$ cat src/rtl/computation_operand_loader_if.sv
//------------------------------------------------------------------------------
// Module      : computation_operand_loader_if
// Description : Operand byte-stream and result valid/ready bundle for the
//               dot-product operand loader.
// Revision    : 1.0 - initial release
//------------------------------------------------------------------------------
`default_nettype none

interface computation_operand_loader_if;
   logic       in_valid;
   logic       in_ready;
   logic [7:0] in_data;
   logic       out_valid;
   logic       out_ready;
   logic [7:0] out_data;

   modport master (
      output in_valid,
      output in_data,
      output out_ready,
      input  in_ready,
      input  out_valid,
      input  out_data
   );

   modport slave (
      input  in_valid,
      input  in_data,
      input  out_ready,
      output in_ready,
      output out_valid,
      output out_data
   );
endinterface

`default_nettype wire

$ cat src/rtl/computation_operand_loader.sv
//------------------------------------------------------------------------------
// Module      : computation_operand_loader
// Description : Assembles x0..x7 / w0..w7 from a byte stream, waits for the
//               dot-product tree to settle and hands the result downstream.
//               Optional macro COMPUTATION_WEIGHT_KEEP_EN adds w_keep
//               (8-byte frames that reuse the previous weights).
// Revision    : 1.0 - initial release
//------------------------------------------------------------------------------
`default_nettype none

module computation_operand_loader #(
   parameter int SETTLE_CYCLES = 2      // legal range 1..15
) (
   input  wire logic                    clk,
   input  wire logic                    rst_n,
   computation_operand_loader_if.slave  io,
`ifdef COMPUTATION_WEIGHT_KEEP_EN
   input  wire logic                    w_keep,
`endif
   input  wire logic [7:0]              result_in,
   output logic      [7:0]              x0,
   output logic      [7:0]              x1,
   output logic      [7:0]              x2,
   output logic      [7:0]              x3,
   output logic      [7:0]              x4,
   output logic      [7:0]              x5,
   output logic      [7:0]              x6,
   output logic      [7:0]              x7,
   output logic      [7:0]              w0,
   output logic      [7:0]              w1,
   output logic      [7:0]              w2,
   output logic      [7:0]              w3,
   output logic      [7:0]              w4,
   output logic      [7:0]              w5,
   output logic      [7:0]              w6,
   output logic      [7:0]              w7,
   output logic                         busy
);

   typedef enum logic [1:0] {
      ST_LOAD   = 2'd0,
      ST_SETTLE = 2'd1,
      ST_DONE   = 2'd2
   } state_t;

   // Counter runs 0..SETTLE_CYCLES so capture lands SETTLE_CYCLES+1 edges after w7.
   localparam logic [3:0] c_settle_done = 4'(SETTLE_CYCLES);

   state_t     state_q, state_d;
   logic [3:0] idx_q, idx_d;
   logic [3:0] cnt_q, cnt_d;
   logic [7:0] x_q [8];
   logic [7:0] x_d [8];
   logic [7:0] w_q [8];
   logic [7:0] w_d [8];
   logic [7:0] out_data_q, out_data_d;
   logic       out_valid_q, out_valid_d;
   logic       frame_end;
`ifdef COMPUTATION_WEIGHT_KEEP_EN
   logic       keep_q, keep_d;
`endif

   always_comb begin
      state_d     = state_q;
      idx_d       = idx_q;
      cnt_d       = cnt_q;
      x_d         = x_q;
      w_d         = w_q;
      out_data_d  = out_data_q;
      out_valid_d = out_valid_q;
      frame_end   = (idx_q == 4'd15);
`ifdef COMPUTATION_WEIGHT_KEEP_EN
      keep_d      = keep_q;
      // keep_q was latched with x0, so it is current by the time x7 arrives
      if (keep_q && (idx_q == 4'd7)) begin
         frame_end = 1'b1;
      end
`endif

      case (state_q)
         ST_LOAD: begin
            if (io.in_valid) begin
               if (!idx_q[3]) begin
                  x_d[idx_q[2:0]] = io.in_data;
               end else begin
                  w_d[idx_q[2:0]] = io.in_data;
               end
               idx_d = idx_q + 4'd1;
`ifdef COMPUTATION_WEIGHT_KEEP_EN
               if (idx_q == 4'd0) begin
                  keep_d = w_keep;
               end
`endif
               if (frame_end) begin
                  state_d = ST_SETTLE;
                  idx_d   = 4'd0;
                  cnt_d   = 4'd0;
               end
            end
         end

         ST_SETTLE: begin
            if (cnt_q == c_settle_done) begin
               out_data_d  = result_in;
               out_valid_d = 1'b1;
               state_d     = ST_DONE;
               cnt_d       = 4'd0;
            end else begin
               cnt_d = cnt_q + 4'd1;
            end
         end

         ST_DONE: begin
            if (io.out_ready) begin
               out_valid_d = 1'b0;
               state_d     = ST_LOAD;
            end
         end

         default: begin
            state_d = ST_LOAD;
         end
      endcase
   end

   always_ff @(posedge clk or negedge rst_n) begin
      if (!rst_n) begin
         state_q     <= ST_LOAD;
         idx_q       <= 4'd0;
         cnt_q       <= 4'd0;
         x_q         <= '{default: 8'd0};
         w_q         <= '{default: 8'd0};
         out_data_q  <= 8'd0;
         out_valid_q <= 1'b0;
`ifdef COMPUTATION_WEIGHT_KEEP_EN
         keep_q      <= 1'b0;
`endif
      end else begin
         state_q     <= state_d;
         idx_q       <= idx_d;
         cnt_q       <= cnt_d;
         x_q         <= x_d;
         w_q         <= w_d;
         out_data_q  <= out_data_d;
         out_valid_q <= out_valid_d;
`ifdef COMPUTATION_WEIGHT_KEEP_EN
         keep_q      <= keep_d;
`endif
      end
   end

   assign io.in_ready  = (state_q == ST_LOAD);
   assign io.out_valid = out_valid_q;
   assign io.out_data  = out_data_q;
   assign busy         = (state_q != ST_LOAD);

   assign x0 = x_q[0];
   assign x1 = x_q[1];
   assign x2 = x_q[2];
   assign x3 = x_q[3];
   assign x4 = x_q[4];
   assign x5 = x_q[5];
   assign x6 = x_q[6];
   assign x7 = x_q[7];
   assign w0 = w_q[0];
   assign w1 = w_q[1];
   assign w2 = w_q[2];
   assign w3 = w_q[3];
   assign w4 = w_q[4];
   assign w5 = w_q[5];
   assign w6 = w_q[6];
   assign w7 = w_q[7];

endmodule

`default_nettype wire
$ cat src/flat_wrapper.sv
// flat-port wrapper written by rule: the top's interface ports become plain ports
module computation_operand_loader_flat 
#(
   parameter int SETTLE_CYCLES = 2                          
)
  (clk, rst_n, result_in, x0, x1, x2, x3, x4, x5, x6, x7, w0, w1, w2, w3, w4, w5, w6, w7, busy, io_in_valid, io_in_data, io_out_ready, io_in_ready, io_out_valid, io_out_data);
  computation_operand_loader_if io_i ();
  input  wire logic clk;
  input  wire logic rst_n;
  input  wire logic [7:0] result_in;
  output logic      [7:0] x0;
  output logic      [7:0] x1;
  output logic      [7:0] x2;
  output logic      [7:0] x3;
  output logic      [7:0] x4;
  output logic      [7:0] x5;
  output logic      [7:0] x6;
  output logic      [7:0] x7;
  output logic      [7:0] w0;
  output logic      [7:0] w1;
  output logic      [7:0] w2;
  output logic      [7:0] w3;
  output logic      [7:0] w4;
  output logic      [7:0] w5;
  output logic      [7:0] w6;
  output logic      [7:0] w7;
  output logic busy;
  input wire logic [$bits(io_i.in_valid)-1:0] io_in_valid;
  input wire logic [$bits(io_i.in_data)-1:0] io_in_data;
  input wire logic [$bits(io_i.out_ready)-1:0] io_out_ready;
  output wire logic [$bits(io_i.in_ready)-1:0] io_in_ready;
  output wire logic [$bits(io_i.out_valid)-1:0] io_out_valid;
  output wire logic [$bits(io_i.out_data)-1:0] io_out_data;
  assign io_i.in_valid = io_in_valid;
  assign io_i.in_data = io_in_data;
  assign io_i.out_ready = io_out_ready;
  assign io_in_ready = io_i.in_ready;
  assign io_out_valid = io_i.out_valid;
  assign io_out_data = io_i.out_data;
  computation_operand_loader #(.SETTLE_CYCLES(SETTLE_CYCLES)) u_core (.clk(clk), .rst_n(rst_n), .io(io_i), .result_in(result_in), .x0(x0), .x1(x1), .x2(x2), .x3(x3), .x4(x4), .x5(x5), .x6(x6), .x7(x7), .w0(w0), .w1(w1), .w2(w2), .w3(w3), .w4(w4), .w5(w5), .w6(w6), .w7(w7), .busy(busy));
endmodule
$ cat config.mk
export PLATFORM = sky130hd
export DESIGN_NAME = computation_operand_loader_flat
export DESIGN_NICKNAME = d
export VERILOG_FILES = /design/src/rtl/computation_operand_loader_if.sv /design/src/rtl/computation_operand_loader.sv /design/src/flat_wrapper.sv
export SDC_FILE = /design/constraint.sdc
export NUM_CORES = 1
export LEC_CHECK = 0
export CAP_MARGIN = 30
export CELL_PAD_IN_SITES_DETAIL_PLACEMENT = 0
export CELL_PAD_IN_SITES_GLOBAL_PLACEMENT = 1
export CORE_AREA = 2 2 126 128
export DETAILED_ROUTE_END_ITERATION = 12
export DIE_AREA = 0 0 128 130
export PLACE_DENSITY = 0.9
export RECOVER_POWER = 25
export SYNTH_ARGS = -nofsm -noshare
export SYNTH_HDL_FRONTEND = slang
export SYNTH_SLANG_ARGS = --single-unit
export TNS_END_PERCENT = 50
$ cat constraint.sdc
create_clock -name clk -period 2.3 [get_ports clk]
set_input_delay 0.69 -clock clk [delete_from_list [all_inputs] [get_ports clk]]
set_output_delay 0.69 -clock clk [all_outputs]
set_load 0.1 [all_outputs]
Word level (Yosys, flattened, before mapping)
Cells that the tools add are included.
{"block": "word_totals", "output_inout_bits": 139, "ff_bits": 147, "wordCells": 64}
{"block": "classes", "bitwise_logic": 2, "add_sub_neg": 2, "n_eq_ne": 8, "mux": 17, "reduce_logical": 12, "order_cmp": 2}
{"operator": "64-bit bitwise mux", "n": 2}
{"operator": "8-bit demux with 3-bit select", "n": 1}
{"operator": "4-bit 2-to-1 mux", "n": 4}
{"operator": "3-bit AND reduction", "n": 4}
{"operator": "4-bit by 1-bit adder with 4-bit output (second input constant)", "n": 2}
{"operator": "2-bit 2-to-1 mux", "n": 4}
{"operator": "8-bit 2-to-1 mux", "n": 1}
{"operator": "4-bit one-hot mux with 2 select lines", "n": 1}
{"operator": "2-bit one-hot mux with 3 select lines", "n": 1}
{"operator": "2-bit nonzero test", "n": 3}
{"operator": "4-bit by 2-bit == test with 1-bit output (second input constant)", "n": 1}
{"operator": "4-bit == test (second input constant)", "n": 1}
{"operator": "4-bit greater-or-equal comparator (second input constant)", "n": 1}
{"operator": "4-bit by 1-bit less-than comparator with 1-bit output (second input constant)", "n": 1}
{"operator": "2-bit by 1-bit inequality test with 1-bit output (second input constant)", "n": 2}
{"operator": "2-bit inequality test (second input constant)", "n": 2}
{"operator": "3-bit NOT with 4-bit output", "n": 1}
{"operator": "2-bit AND reduction", "n": 2}
{"operator": "4-bit AND reduction", "n": 1}
{"operator": "2-bit by 1-bit == test with 1-bit output (second input constant)", "n": 1}
{"operator": "2-bit == test (second input constant)", "n": 1}
{"operator": "2-bit logical NOT", "n": 1}
{"operator": "1-bit 2-to-1 mux", "n": 2}
{"operator": "1-bit one-hot mux with 2 select lines", "n": 1}
{"operator": "2 further kinds", "n": 2}

Depth between registers and ports, before layout
Gate-level depths: netlist of run 1.
{"block": "depth", "word_depth": 6, "ltp_mapped": 5, "mapped_depth_nobuf": 5}

Least setup slack after synthesis of run 1
Ideal clock, no wire load.
{"block": "synth_path", "path_type": "reg-to-output", "from": "register u_core.state_q[0]", "to": "output busy", "slack_ns": -1.189, "t_arrival_ns": 2.799, "path_stages_with_launch": 4, "cell_sequence": "dfrtp_1 -> buf_6 -> nor2_1 -> inv_1"}
{"block": "synth_between", "elab_chain_len": 1}
{"element": "start: declaration", "line_no": "computation_operand_loader.sv:49", "source": "state_t state_q, state_d;"}
{"element": "start signal: assignment", "line_no": "computation_operand_loader.sv:139", "source": "state_q <= state_d;"}
{"element": "2-bit nonzero test", "line_no": "computation_operand_loader.sv:155", "source": "assign busy = (state_q != ST_LOAD);"}
{"element": "end: declaration", "line_no": "flat_wrapper.sv:27", "source": "output logic busy;"}
No other way between the ends.

Final worst setup path of run 1
Same ends and word-level chain as after synthesis.

==> run summary, run 1 <==
Largest net degree at the start of global routing = 51
Final Max Tran Viols = 0
Slew margin rel. = 0.3570
Cell with the most instances after synthesis = dfrtp_1
Reg-to-Reg Start = u_core.cnt_q[0]
Area of the core = 15420 µm²
H-tree depth = 4
Die Width = 128 µm
CTS tree = built
Crit-path max cell delay = 0.54 ns
Outcome = complete, no violations
IO Pins = 159
Post-CTS Hold Buffers = 0
Nets = 581
Primary FF master, synth = dfrtp_1
Routability cong. = 0.7534
Worst setup EP type = primary output
Synthesized area = 5822 µm²
Post_cts resized = 0
Crit Path Category = flop to primary output
ANT nets after route = 0
Clock slew at reported path FFs = 0.06 ns
Row cnt = 46
IO buf count = 158
Global Route Usage Sum = 0.1819
Seq/Total Area, Yosys = 0.6319
Fraction of layout cells with a size suffix above 1 = 0.6193
RR Endpoint = u_core.io.out_data[6]
Skew-Pair Late Insertion Delay = 0.42 ns
Number of synthesized flops with an enable pin = 0
Overflow after GRT = 0
FMAX = 458.4 MHz
Num CTS Buffers = 17
Final period util = 0.9485
CP max FO = 10
Post-synth top area share = 0.6319
DR iter-0 viols = 89
Crit path launch type = flop
Final Setup Violations = 0
Syn Area/Cell = 15.86 µm²
Ys Warns = 0
Min-Delay Path Class = input pin to asynchronous set/reset pin
Register area = 3679 µm²
CTS Buffer Depth = 2
DP Cell Count = 731
Flop-to-flop setup slack = 0.38 ns
Worst Skew = 0.008854 ns
Reg2Reg Depth = 5
Stages on worst setup path = 3
RSZ-0062 raised after global routing = no
Hold Worst Slack = 0.4194 ns
Total number of vias = 3812
Final instance area = 8108 µm²
Most common library cells after synthesis = 147 x dfrtp_1, 139 x mux2_2, 11 x nand2_1, 9 x buf_2, 8 x clkbuf_1
Die height = 130 µm
Drt drc = 0
Ranking of synthesized cells by area = dfrtp_1 63%, mux2_2 27%, nor4b_4 0.82%
# fillers = 1270
Initial antenna violation count = 0
Area grow syn2layout = 39.27%
Arrival time worst endpoint = 1.49 ns
CP bufs+invs = 2
Final hold vios = 0
Post-Synthesis Cells = 367
Cell Chain, Critical Path = nor2_4 > inv_1 > buf_12
Routed WL per cell = 19.33 µm
DP HPWL = 10.29 mm
Cell taking the most area after synthesis = dfrtp_1
Drt pass-1 iters = 4
Fin crit period = 2.181 ns
Maxcap violations = 0
Routed WL = 14.73 mm
Critical path's slowest cell = dfrtp_1
Multi-input gate area = 2034 µm²
Vias per Instance = 5.003
Global-route wire length before repair = 22.60 mm
Worst EP required = 1.61 ns
Worst path top cell family by delay = flip-flops
Post-CTS Setup Inserts = 0
TNS Setup = 0 ns
Post-DP Area = 7555 µm²
Root Buffer = clkbuf_16
Ys async rst share = 1.000
Initial Util = 0.3774
Synth Register Bits = 147
Syn Nets = 390
Ant diodes = 0
CTS sink count = 147
Fin cells = 762
Die area = 16640 µm²
Slew @ Worst Pin = 0.9646 ns
Number of global-route vias before repair = 4055
Yosys cell types = 37
[through the flow]
| stage | utilization | setup slack (ns) |
|---|---|---|
| 3_5_place_dp | 0.4898 | -0.2441 |
| 5_1_grt | 0.5256 | 0.04695 |
| 6_report | 0.5256 | 0.1185 |
| 3_3_place_gp | 0.4898 | -0.2076 |
| 2_1_floorplan | - | -0.0009560 |
| 4_1_cts | 0.5279 | 0.09020 |
[layout make-up]
cell class,instances,share of cell area
flip-flops and latches,147,0.4537
well taps,192,0.02963
inverters,5,0.002315
clock inverters,14,0.02006
clock buffers,17,0.05247
multi-input cells,196,0.2509
repair buffers,191,0.1909
[kinds of logic (layout without fill, tap and decap cells)]
| logic type | count (synthesis) | in the layout | share of synthesized area |
|---|---|---|---|
| flip-flops | 147 | 147 | 0.6319 |
| buffers and inverters | 24 | 227 | 0.01999 |
| AND/OR/NAND/NOR | 43 | 43 | 0.05825 |
| multiplexers | 139 | 139 | 0.2689 |
| adder cells (fa/ha/maj) | 3 | 3 | 0.006448 |
| AO/OA/AOI/OAI | 10 | 10 | 0.01311 |
| XOR/XNOR | 1 | 1 | 0.001505 |
[worst max-delay path by stage]
stage	startpoint	end	slack (ns)
3_5_place_dp	io_in_valid	u_core.x0[0]	-0.24
5_1_grt	u_core.state_q[0]	busy	0.05
2_1_floorplan	u_core.state_q[0]	busy	-0.001
4_1_cts	u_core.state_q[0]	busy	0.09
6_report	u_core.state_q[0]	busy	0.12
3_3_place_gp	io_in_valid	u_core.x0[5]	-0.21
[layout by cell type, fill, tap and decap left out, types with 4 or more instances in the layout]
master,count
clkinv_2,5
inv_1,5
clkbuf_16,17
nand2_1,11
mux2_2,139
clkdlybuf4s50_1,18
dfrtp_1,147
buf_4,163
buf_12,6
clkinvlp_4,4
[metal layers]
layer	track usage	wire length, µm	vias to the layer above
met5	0	0	-
met4	0.05495	139	0
met3	0.06109	850	14
met2	0.3152	7628	94
met1	0.2167	6115	2010
li1	-	-	1694
Power of run 1 is left out: the tool's default activity adds up to more than one toggle a clock period on the data nets, which glitch-free logic cannot reach.
==> run 2: changes to the inputs <==
--- a/config.mk
+++ b/config.mk
@@ -8,10 +8,10 @@
 export CAP_MARGIN = 30
 export CELL_PAD_IN_SITES_DETAIL_PLACEMENT = 0
 export CELL_PAD_IN_SITES_GLOBAL_PLACEMENT = 1
-export CORE_AREA = 2 2 126 128
+export CORE_AREA = 2 2 132 134
 export DETAILED_ROUTE_END_ITERATION = 12
-export DIE_AREA = 0 0 128 130
-export PLACE_DENSITY = 0.9
+export DIE_AREA = 0 0 134 136
+export PLACE_DENSITY_LB_ADDON = 0.1
 export RECOVER_POWER = 25
 export SYNTH_ARGS = -nofsm -noshare
 export SYNTH_HDL_FRONTEND = slang
==> constraint.sdc (replaced) <==
create_clock -name clk -period 1.8 [get_ports clk]
set_input_delay 0.54 -clock clk [delete_from_list [all_inputs] [get_ports clk]]
set_output_delay 0.54 -clock clk [all_outputs]
set_load 0.1 [all_outputs]
==> run 2 against run 1 <==
Against the previous run: largest cell class unchanged; count of clock-buffer cells in the layout up 5; the flow now finishes with violations (setup timing); sequential share of layout area down 8.9 points; routed wire length up 4.2%; clock skew down 0.0049 ns; non-clock buffer count up 12; core utilization up 7.3 points; global-route usage down 0.41 points; worst hold slack better by 0.12 ns; setup slack worse by 0.20 ns; die area up 9.5%; cell area up 25%; first-iteration DRC count up 13%.
==> run summary, run 2 (same netlist as run 1, synthesis figures left out) <==
Final worst setup slack = -0.08580 ns (was 0.1185 ns)
CTS sink count = 147 (unchanged)
Outcome = finished with violations (was complete, no violations)
Overflow after GRT = 0 (unchanged)
Global-route wire length before repair = 24.08 mm (was 22.60 mm)
Worst setup EP type = primary output (unchanged)
Routed WL per cell = 18.99 µm (was 19.33 µm)
Worst Skew = 0.003926 ns (was 0.008854 ns)
Drt drc = 0 (unchanged)
# fillers = 1319 (was 1270)
Worst EP required = 1.26 ns (was 1.61 ns)
Routed WL = 15.35 mm (was 14.73 mm)
Fraction of layout cells with a size suffix above 1 = 0.6312 (was 0.6193)
Total number of vias = 3793 (was 3812)
GR peak layer = met2 (unchanged)
Initial antenna violation count = 0 (unchanged)
Slew @ Worst Pin = 0.8375 ns (was 0.9646 ns)
CP max FO = 3 (was 10)
Post-place setup slack = -0.6000 ns (was -0.2441 ns)
Clock slew at reported path FFs = 0.06 ns (about the same)
WHS Path Cells = 1
Num CTS Buffers = 17 (unchanged)
Row cnt = 48 (was 46)
Final hold vios = 0 (unchanged)
DP HPWL = 10.79 mm (was 10.29 mm)
Most common cell after layout, fill and taps aside = buf_12 (was buf_4)
CTS tree = built (unchanged)
FMAX = 530.3 MHz
Initial Util = 0.3450 (was 0.3774)
Skew-Pair Late Insertion Delay = 0.41 ns (was 0.42 ns)
IO buf count = 158 (unchanged)
Min-Delay Path Class = flop to flop (was input pin to asynchronous set/reset pin)
Reg2Reg Depth = 5 (unchanged)
Maxcap violations = 0 (unchanged)
Register area = 3680 µm² (was 3679 µm²)
Cell Chain, Critical Path = buf_6 > nor2_4 > inv_2 > buf_12 (was nor2_4 > inv_1 > buf_12)
Crit path launch type = flop (unchanged)
Final Max Tran Viols = 0 (unchanged)
H-tree depth = 4 (unchanged)
Area grow syn2layout = 73.52% (was 39.27%)
Global Route Usage Sum = 0.1778 (was 0.1819)
IO Pins = 159 (unchanged)
Failing checks = setup timing
Routability cong. = 0.7068 (was 0.7534)
Met2 usage = 0.2989 (was 0.3152)
Critical path's slowest cell = dfrtp_1 (unchanged)
CTS Buffer Depth = 2 (unchanged)
Die Width = 134 µm (was 128 µm)
Crit Path Category = flop to primary output (unchanged)
Crit-path max cell delay = 0.40 ns (was 0.54 ns)
Met3 Use GR = 0.05630 (was 0.06109)
Met1 global-route usage = 0.2160 (was 0.2167)
DR iter-0 viols = 101 (was 89)
Ant diodes = 0 (unchanged)
Die area = 18220 µm² (was 16640 µm²)
Multi-input gate area = 2057 µm² (was 2034 µm²)
Die height = 136 µm (was 130 µm)
Nets = 593 (was 581)
Fin crit period = 1.886 ns
Number of global-route vias before repair = 4133 (was 4055)
Vias per Instance = 4.694 (was 5.003)
Area of the core = 16880 µm² (was 15420 µm²)
ANT nets after route = 0 (unchanged)
Final period util = 1.048
Root Buffer = clkbuf_16 (unchanged)
Arrival time worst endpoint = 1.35 ns (was 1.49 ns)
Final Setup Violations = 2 (was 0)
RSZ-0062 raised after global routing = yes (was no)
Largest net degree at the start of global routing = 79 (was 51)
Drt pass-1 iters = 4 (unchanged)
Slew margin rel. = 0.4417 (was 0.3570)
Commonest non-fill, non-tap cells in the layout = 148 x buf_12, 146 x dfrtp_1, 139 x mux2_2, 29 x buf_4 (was 163 x buf_4, 147 x dfrtp_1, 139 x mux2_2, 18 x clkdlybuf4s50_1, 17 x clkbuf_16)
## run 2: cell types whose count changed in the layout (fill, tap and decap cells not counted), moves of 2 or more
cell | previous run | this run
clkbuf_8 | 0 | 3
and4_1 | 2 | 0
buf_4 | 163 | 29
clkinvlp_4 | 4 | 0
buf_6 | 0 | 4
clkbuf_4 | 2 | 0
buf_12 | 6 | 148
clkbuf_1 | 1 | 4
and4_4 | 0 | 2
## run 2: worst max-delay path, delay by kind of cell (launching register included)
kind,cells,cell delay (ns)
buf+inv,3,0.36
simple gates,1,0.17
flops,1,0.40
## run 2: final timing paths
path	start	end	slack, ns
min reg2reg	u_core.cnt_q[1]	u_core.cnt_q[1]	0.54
max in group asynchronous	rst_n	u_core.w7[1]	0.15
min	u_core.cnt_q[1]	u_core.cnt_q[1]	0.54
max	u_core.state_q[1]	busy	-0.09
max reg2reg	u_core.state_q[0]	u_core.w6[4]	0.01
min in group asynchronous	rst_n	u_core.x4[7]	0.75
## run 2: routing by layer
layer | wire, µm | share of wire | up-vias
met2 | 7959 | 0.52 | 88
met3 | 848 | 0.055 | 12
met1 | 6357 | 0.41 | 1970
li1 | - | - | 1723
met5 | 0 | 0 | -
met4 | 180 | 0.012 | 0
## run 2: through the flow
| step | setup TNS [ns] | cell area (µm²) | utilization | std cells | hold WS, ns |
|---|---|---|---|---|---|
| after floorplan | -0.3510 | 5829 | - | 367 | 0.2444 |
| after global placement | -58.83 | 9405 | 0.5573 | 770 | 0.3696 |
| after detailed placement | -61.51 | 9405 | 0.5573 | 770 | 0.3694 |
| after CTS | -0.1904 | 10100 | 0.5987 | 808 | 0.5058 |
| after global routing | -1.038 | 10100 | 0.5986 | 808 | 0.5815 |
| final | -0.1408 | 10100 | 0.5986 | 808 | 0.5421 |
## run 2: cell type report
class | instances | area share
clock inverters | 10 | 0.01523
well taps | 225 | 0.02787
flip-flops and latches | 147 | 0.3643
clock buffers | 22 | 0.04694
inverters | 5 | 0.001858
multi-input cells | 196 | 0.2036
repair buffers | 203 | 0.3402
## run 2: repair_timing
action | CTS | global route
endpoints found under the hold margin | 11 | 0
setup endpoints to repair | 97 | 37
buffers inserted | 5 | 0
resized for setup | 7 | 5
pin swaps | 1 | 1
hold buffers | 1 | 0
gates cloned | 0 | 0
Power of run 2 is left out for the same reason.
